File: src/rtl/motor_sensor_emulator_if.sv
// Configuration write bus for the motor sensor emulator.
// Handshake: wr_en is a single-cycle valid strobe with an always-ready sink.
// Every cycle in which wr_en is high is one accepted write of the wr_* payload.
// There is no back-pressure, so the master never waits.
interface motor_sensor_emulator_if #(
  parameter int HALL_PER_W = 20,
  parameter int ENC_PER_W  = 12
);
  logic                  wr_en;
  logic [2:0]            wr_chan;
  logic [1:0]            wr_mode;
  logic                  wr_dir;
  logic [HALL_PER_W-1:0] wr_hall_per;
  logic [ENC_PER_W-1:0]  wr_enc_per;

  modport master (
    output wr_en, wr_chan, wr_mode, wr_dir, wr_hall_per, wr_enc_per
  );

  modport slave (
    input wr_en, wr_chan, wr_mode, wr_dir, wr_hall_per, wr_enc_per
  );
endinterface

File: src/rtl/motor_sensor_emulator.sv
// N-channel emulator of BLDC hall sensors and quadrature encoders.
// Each channel holds a mode, a direction, and hall and encoder step periods.
// Every output line is driven from a flop, so no input reaches an output combinationally.
module motor_sensor_emulator #(
  parameter int NUM_MOTORS = 5,
  parameter int HALL_PER_W = 20,
  parameter int ENC_PER_W  = 12
) (
  input  logic                  sysclk,
  input  logic                  rst_n,
  motor_sensor_emulator_if.slave cfg,
  output logic [NUM_MOTORS-1:0] hall_a,
  output logic [NUM_MOTORS-1:0] hall_b,
  output logic [NUM_MOTORS-1:0] hall_c,
  output logic [NUM_MOTORS-1:0] enc_a,
  output logic [NUM_MOTORS-1:0] enc_b,
  output logic [NUM_MOTORS-1:0] hall_step
);

  typedef enum logic [1:0] {
    MODE_OFF   = 2'd0,
    MODE_FAULT = 2'd1,
    MODE_RUN   = 2'd2,
    MODE_HOLD  = 2'd3
  } mode_e;

  // Hall sequence, index 0..5 -> {a,b,c}.
  function automatic logic [2:0] hall_code(input logic [2:0] idx);
    case (idx)
      3'd0:    hall_code = 3'b101;
      3'd1:    hall_code = 3'b100;
      3'd2:    hall_code = 3'b110;
      3'd3:    hall_code = 3'b010;
      3'd4:    hall_code = 3'b011;
      3'd5:    hall_code = 3'b001;
      default: hall_code = 3'b101;
    endcase
  endfunction

  // Gray-coded quadrature sequence, state 0..3 -> {a,b}.
  function automatic logic [1:0] quad_code(input logic [1:0] st);
    case (st)
      2'd0:    quad_code = 2'b00;
      2'd1:    quad_code = 2'b01;
      2'd2:    quad_code = 2'b11;
      default: quad_code = 2'b10;
    endcase
  endfunction

  // Hall index moves modulo 6 in the selected direction.
  function automatic logic [2:0] next_hall(input logic [2:0] idx, input logic dir);
    if (dir) next_hall = (idx == 3'd0) ? 3'd5 : idx - 3'd1;
    else     next_hall = (idx == 3'd5) ? 3'd0 : idx + 3'd1;
  endfunction

  // Reset asserts asynchronously and releases on a clock edge after two flops.
  logic [1:0] rst_sync_q;
  logic       rst_int_n;

  // Reset release synchroniser
  always_ff @(posedge sysclk or negedge rst_n) begin
    if (!rst_n) rst_sync_q <= 2'b00;
    else        rst_sync_q <= {rst_sync_q[0], 1'b1};
  end

  assign rst_int_n = rst_sync_q[1];

  for (genvar g = 0; g < NUM_MOTORS; g++) begin : g_chan
    mode_e                 mode_q;
    logic                  dir_q;
    logic [HALL_PER_W-1:0] hall_per_q;
    logic [HALL_PER_W-1:0] hall_cnt_q;
    logic [ENC_PER_W-1:0]  enc_per_q;
    logic [ENC_PER_W-1:0]  enc_cnt_q;
    logic [2:0]            hall_idx_q;
    logic [1:0]            quad_q;
    logic [2:0]            hall_q;
    logic [1:0]            enc_q;
    logic                  step_q;
    logic                  wr_hit;
    logic                  run;
    logic                  hall_tc;
    logic                  enc_tc;

    assign wr_hit  = cfg.wr_en && (cfg.wr_chan == 3'(g));
    assign run     = (mode_q == MODE_RUN);
    // A zero period never reaches terminal count, which freezes that stream.
    assign hall_tc = run && (hall_per_q != '0) &&
                     (hall_cnt_q == hall_per_q - HALL_PER_W'(1));
    assign enc_tc  = run && (enc_per_q != '0) &&
                     (enc_cnt_q == enc_per_q - ENC_PER_W'(1));

    // Config latch, period counters and position stepping; a write beats a terminal count
    always_ff @(posedge sysclk or negedge rst_int_n) begin
      if (!rst_int_n) begin
        mode_q     <= MODE_OFF;
        dir_q      <= 1'b0;
        hall_per_q <= '0;
        hall_cnt_q <= '0;
        enc_per_q  <= '0;
        enc_cnt_q  <= '0;
        hall_idx_q <= 3'd0;
        quad_q     <= 2'd0;
        step_q     <= 1'b0;
      end else if (wr_hit) begin
        mode_q     <= mode_e'(cfg.wr_mode);
        dir_q      <= cfg.wr_dir;
        hall_per_q <= cfg.wr_hall_per;
        enc_per_q  <= cfg.wr_enc_per;
        hall_cnt_q <= '0;
        enc_cnt_q  <= '0;
        step_q     <= 1'b0;
      end else begin
        step_q <= hall_tc;
        if (hall_tc) begin
          hall_cnt_q <= '0;
          hall_idx_q <= next_hall(hall_idx_q, dir_q);
        end else if (run && (hall_per_q != '0)) begin
          hall_cnt_q <= hall_cnt_q + HALL_PER_W'(1);
        end
        if (enc_tc) begin
          enc_cnt_q <= '0;
          quad_q    <= dir_q ? quad_q - 2'd1 : quad_q + 2'd1;
        end else if (run && (enc_per_q != '0)) begin
          enc_cnt_q <= enc_cnt_q + ENC_PER_W'(1);
        end
      end
    end

    // Registered line drivers; OFF and FAULT leave the encoder lines where they were
    always_ff @(posedge sysclk or negedge rst_int_n) begin
      if (!rst_int_n) begin
        hall_q <= 3'b111;
        enc_q  <= 2'b00;
      end else begin
        case (mode_q)
          MODE_OFF:   hall_q <= 3'b111;
          MODE_FAULT: hall_q <= 3'b000;
          default: begin
            hall_q <= hall_code(hall_idx_q);
            enc_q  <= quad_code(quad_q);
          end
        endcase
      end
    end

    assign hall_a[g]    = hall_q[2];
    assign hall_b[g]    = hall_q[1];
    assign hall_c[g]    = hall_q[0];
    assign enc_a[g]     = enc_q[1];
    assign enc_b[g]     = enc_q[0];
    assign hall_step[g] = step_q;
  end

endmodule

File: src/flat_wrapper.sv
// flat-port wrapper written by rule: the top's interface ports become plain ports
module motor_sensor_emulator_flat 
#(
  parameter int NUM_MOTORS = 5,
  parameter int HALL_PER_W = 20,
  parameter int ENC_PER_W  = 12
)
  (sysclk, rst_n, hall_a, hall_b, hall_c, enc_a, enc_b, hall_step, cfg_wr_en, cfg_wr_chan, cfg_wr_mode, cfg_wr_dir, cfg_wr_hall_per, cfg_wr_enc_per);
  motor_sensor_emulator_if #(.HALL_PER_W(HALL_PER_W), .ENC_PER_W(ENC_PER_W)) cfg_i ();
  input  logic sysclk;
  input  logic rst_n;
  output logic [NUM_MOTORS-1:0] hall_a;
  output logic [NUM_MOTORS-1:0] hall_b;
  output logic [NUM_MOTORS-1:0] hall_c;
  output logic [NUM_MOTORS-1:0] enc_a;
  output logic [NUM_MOTORS-1:0] enc_b;
  output logic [NUM_MOTORS-1:0] hall_step;
  input wire logic [$bits(cfg_i.wr_en)-1:0] cfg_wr_en;
  input wire logic [$bits(cfg_i.wr_chan)-1:0] cfg_wr_chan;
  input wire logic [$bits(cfg_i.wr_mode)-1:0] cfg_wr_mode;
  input wire logic [$bits(cfg_i.wr_dir)-1:0] cfg_wr_dir;
  input wire logic [$bits(cfg_i.wr_hall_per)-1:0] cfg_wr_hall_per;
  input wire logic [$bits(cfg_i.wr_enc_per)-1:0] cfg_wr_enc_per;
  assign cfg_i.wr_en = cfg_wr_en;
  assign cfg_i.wr_chan = cfg_wr_chan;
  assign cfg_i.wr_mode = cfg_wr_mode;
  assign cfg_i.wr_dir = cfg_wr_dir;
  assign cfg_i.wr_hall_per = cfg_wr_hall_per;
  assign cfg_i.wr_enc_per = cfg_wr_enc_per;
  motor_sensor_emulator #(.NUM_MOTORS(NUM_MOTORS), .HALL_PER_W(HALL_PER_W), .ENC_PER_W(ENC_PER_W)) u_core (.sysclk(sysclk), .rst_n(rst_n), .cfg(cfg_i), .hall_a(hall_a), .hall_b(hall_b), .hall_c(hall_c), .enc_a(enc_a), .enc_b(enc_b), .hall_step(hall_step));
endmodule
File: config.mk
export PLATFORM = sky130hd
export DESIGN_NAME = motor_sensor_emulator_flat
export DESIGN_NICKNAME = d
export VERILOG_FILES = /design/src/rtl/motor_sensor_emulator_if.sv /design/src/rtl/motor_sensor_emulator.sv /design/src/flat_wrapper.sv
export SDC_FILE = /design/constraint.sdc
export NUM_CORES = 1
export LEC_CHECK = 0
export BUFFER_PORTS_ARGS = -buffer_cell sky130_fd_sc_hd__buf_2
export CORE_UTILIZATION = 40
export CTS_CLUSTER_DIAMETER = 60
export DETAILED_ROUTE_END_ITERATION = 8
export MAX_ROUTING_LAYER = met4
export PLACE_DENSITY = 0.63
export SYNTH_ARGS = -nofsm -noshare
export SYNTH_HDL_FRONTEND = slang
export SYNTH_SLANG_ARGS = --single-unit
File: constraint.sdc
create_clock -name sysclk -period 13.8 [get_ports sysclk]
set_clock_uncertainty 0.2 [all_clocks]
set_input_delay 2.07 -clock sysclk [delete_from_list [all_inputs] [get_ports sysclk]]
set_output_delay 2.07 -clock sysclk [all_outputs]
set_load 0.02 [all_outputs]
Yosys cells after proc, flatten, opt, wreduce, memory -nomap -nowiden

Index checks and enable logic that the tools add are counted.
W data, S select, Z words.

Input bits: 41
Register bits: 392
Word-level logic and storage cells: 306
Output and inout bits: 30

$add $sub $neg: 40
Reductions and logical operators: 76
Multiplexer cells: 70
Equal/unequal tests: 59
Bitwise logic cells: 5

Operators with widths:

| operator                | number |
|---|---|
| $mux W20                | 15 |
| $mux W12                | 15 |
| $add A20 B1 Y20 const B | 5 |
| $eq A20 B20 Y1          | 5 |
| $reduce_bool A20 Y1     | 5 |
| $sub A20 B1 Y20 const B | 5 |
| $pmux W3 S5             | 5 |
| $add A12 B1 Y12 const B | 5 |
| $eq A12 B12 Y1          | 5 |
| $reduce_bool A12 Y1     | 5 |
| $sub A12 B1 Y12 const B | 5 |
| $mux W3                 | 15 |
| $eq A3 B2 Y1 const B    | 12 |
| $eq A3 B3 Y1 const B    | 11 |
| $pmux W2 S3             | 5 |
| $pmux W3 S2             | 5 |
| $reduce_bool A3 Y1      | 10 |
| $logic_and A1 B1 Y1     | 25 |
| $eq A2 B1 Y1 const B    | 10 |
| $eq A2 B2 Y1 const B    | 10 |
| $logic_not A2 Y1        | 10 |
| $reduce_and A2 Y1       | 10 |
| $eq A3 B1 Y1 const B    | 6 |
| $logic_not A3 Y1        | 6 |
| other kinds (8)         | 40 |

Depth between registers and ports, before layout

Depth in word-level cells: 5
Depth in mapped cells: 12
Gate-level depth less buffers: 10

Worst setup path after synthesis

Ideal clock, no wire load.

Kind: in2reg
Start: input port cfg_wr_en
End: register u_core.g_chan[2].enc_cnt_q[2]
Required time: 13474 ps
Setup time: 126 ps
Arrival time: 3691 ps
Path buffers: 4
Cell stages on the path: 11
Path slack: 9783 ps
Path through: nor2b_1 -> clkbuf_1 -> nand2_1 -> or2_2 -> clkbuf_1 -> nand2_1 -> or2_1 -> buf_2 -> buf_2 -> inv_1 -> a221o_1

Longest elaborated chain between the ends: 2
Elaborated cells between the ends (all ways): 3
Those cells by class: mux: 1; reduce/logical: 2

RTL lines:

| item                                                            | line                         | text |
|---|---|---|
| start, declared                                                 | flat_wrapper.sv:18           | `input wire logic [$bits(cfg_i.wr_en)-1:0] cfg_wr_en;` |
| $logic_and A1 B1 Y1 *                                           | motor_sensor_emulator.sv:85  | `assign wr_hit = cfg.wr_en && (cfg.wr_chan == 3'(g));` |
| $reduce_bool A3 Y1 (no line) / $mux W12 (equally long branches) | n/a                          |  |
| end signal, assigned                                            | motor_sensor_emulator.sv:125 | `enc_cnt_q <= enc_cnt_q + ENC_PER_W'(1);` |
| end, declared                                                   | motor_sensor_emulator.sv:74  | `logic [ENC_PER_W-1:0] enc_cnt_q;` |

Every way passes the cells marked *; elsewhere a longest branch is shown, timed or not.
A chain may end at the register's enable or synchronous reset.

Final worst setup path

Ends and elaborated chain as after synthesis.

==> metrics <==
Cell Chain, Critical Path=buf_2 > nor2b_1 > nand2_1 > or2_2 > nand2_1 > or2_1 > inv_1 > a221o_1; die area=0.0593 mm2; Initial Util=40.4%; Synth top area share=roughly 40%; CP Depth=8; Synth Cell Area=0.0233 mm2; total gr overflow=0; TritonCTS buffer count=46; reg2reg path depth=10; Worst Setup Start Kind=input port; Post-Syn Instances=around 2.8k; Ports=71; Slowest-stage cell, CP=or2_2; cell area after placement=between 0.02 and 0.025 mm2; PwrDens=143 mW/mm2; Pins Over Slew Limit=0; First-pass DRT Iterations=5; Multi-input gate area=around 0.013 mm2; register area share after synthesis=42.1%; final hold vios=0; vias per std cell=~5.5; Final Core Density=between 40% and 50%; Final setup viols=0; Max-cap violations=0; I/O Buffers=70; Skew-Pair Late Insertion Delay=580 ps; total number of vias=between 15k and 20k; initial antenna violation count=0; CTS tree=built; sequential standard cell area=0.00983 mm2; post-synthesis register bit count=392; worst hold path type=reg -> async; antenna fix cells=0; worst r2r src=u_core.g_chan[2].hall_per_q[0]; Yosys top cell by area=dfrtp_1; CP arrival=4480 ps; Synth Flop Type=dfrtp_1; die height=243 um; TNS Setup=0 ps; Post-synth top cells=634 x nand2_1, 377 x dfrtp_1, 252 x nor2_1; FILL cells=approximately 5.7k; critical path peak fanout=31; Leakage Power=0.0116 uW; Die X=243 um; Post-DRT Antenna Nets=0; DRT Wirelength=62.3 mm; # DRC=0; Critical Path RT=approximately 14,000 ps; clk buf depth=3; DRT iter0 DRCs=roughly 1.4k; Max rail drop VDD=93.7 uV; crit end category=flip-flop; most frequent cell after synthesis=nand2_1; Post-synth EDFFs=0; status=completed; total power=3680 uW; Buf+Inv Stages, Crit Path=2; Sink Count=392; setup bufs post-CTS=0; Critical Path Start=cfg_wr_en; post-DP HPWL=roughly 43 mm; library cells used by synthesis=82; H-tree level count=2; Area Growth Syn to Fin=10.5%; # resized after CTS=0; CTS clk-pin slew, worst paths=60 ps; Yosys warning count=0; Async S/R FF share, synth=100%; actual slew at the worst max-slew pin=around 1200 ps; syn nets=between 2k and 3k; GRT Overall Usage=21.6%; WL/cell=17.4 um; post-route cell area=0.0258 mm2; Mapped Avg Cell Area=roughly 8.4 um2; first-pass GRT wire length=101 mm; cell mode on critical path=nand2_1; vias in the first global route=about 19k; RSZ-0062 raised after global routing=false; CP peak stage delay=around 570 ps; largest net degree at the start of global routing=~170; FMAX=237 MHz; root buf cell=clkbuf_16; Final nets=2,880; Synth area leaders=dfrtp_1 40%, nand2_1 10%, xnor2_1 6.1%; hold bufs inserted after CTS=0; share of layout cells above drive strength 1=~8%; core area=0.0577 mm2; row count=88; minimum clock period=4210 ps; kind of cell adding the most delay to the critical path=simple AND/OR/NAND/NOR gates; slack of the worst reg-to-reg path=between 9000 and 10,000 ps; fin crit share=30.5%; gp weighted congestion=0.871; Worst slew margin=19.8%; Crit Path Class=in -> reg
==> logic make-up (layout without fill, tap and decap cells) <==
family / count (synthesis) / after routing / share of synthesized area (%)
xor+xnor: 293 / 293 / 11.1
buf+inv: 204 / 251 / 3.44
other cells: 1 / 1 / 0.0161
simple gates: 1472 / 1472 / 29.9
flops: 392 / 392 / 42.1
compound gates: 330 / 330 / 9.11
fa+ha+maj: 51 / 51 / 2.74
mux: 35 / 35 / 1.57
==> layer usage <==
metal / vias to the layer above / share of wire [%] / GRT usage, %
li1: 9563 / - / -
met1: 9649 / 47 / 28.9
met2: 443 / 47 / 34.1
met3: 106 / 3.9 / 2.16
met4: 0 / 2.7 / 7.18
met5: - / 0 / -
==> path summary, 6_finish.rpt <==
path                                             endpoint
min                                u_core.g_chan[2].dir_q
min in group sysclk                  u_core.rst_sync_q[1]
max in group asynchronous   u_core.g_chan[3].enc_cnt_q[3]
min reg2reg                        u_core.g_chan[2].dir_q
max reg2reg                u_core.g_chan[2].hall_idx_q[0]
max                         u_core.g_chan[2].enc_cnt_q[2]
==> cells in the final DEF (no fill, tap or decap), drive strengths merged, types with 51 or more instances in the layout <==
master,instances
a21oi,73
and3,51
buf,91
clkbuf,65
dfrtp,377
ha,51
inv,77
nand2,635
nand3,136
nor2,253
nor3,85
o21ai,95
xnor2,163
xor2,129
==> cell type report <==
type,count,share of cell area [%]
Clock buffer,65,5.06
Clock inverter,20,0.670
Inverter,75,1.09
Multi-Input combinational cell,2182,49.3
Sequential cell,392,38.1
Tap cell,765,3.71
Timing Repair Buffer,91,2.03
==> sequential cells by signal, summed over array words and instances, names as in the netlist <==
| register | flops |
|---|---|
| u_core.rst_sync_q | 2 |
| u_core.g_chan.mode_q | 10 |
| u_core.g_chan.step_q | 5 |
| u_core.g_chan.hall_cnt_q | 100 |
| u_core.g_chan.enc_q | 10 |
| u_core.g_chan.hall_per_q | 100 |
| u_core.g_chan.hall_idx_q | 15 |
| u_core.g_chan.hall_q | 15 |
| u_core.g_chan.enc_per_q | 60 |
| u_core.g_chan.enc_cnt_q | 60 |
| u_core.g_chan.quad_q | 10 |
| u_core.g_chan.dir_q | 5 |
==> metrics by stage <==
stage               hold WS (ps)  cells  setup WS, ps
floorplan                    131   2778          1890
global route                 173   3590          9290
global placement             146   3504          9130
detailed placement           143   3504          9000
finish                       148   3590          9590
CTS                          161   3589          9640
==> worst register-to-register path: cells and delay by family, from the launching register on <==
kind          cells  cell delay (ps)
simple gates      6             2370
mux               2              600
flops             1              450
fa+ha+maj         1              260
buf+inv           1              130
==> power breakdown <==
part           leakage (uW)  internal, uW  total [uW]  switching [uW]
sequential          0.00504          1330        1600             265
combinational       0.00580           392         895             503
clock              0.000734           684        1190             506
total                0.0116          2410        3680            1270
No activity file was read; power rests on OpenSTA's default activity.
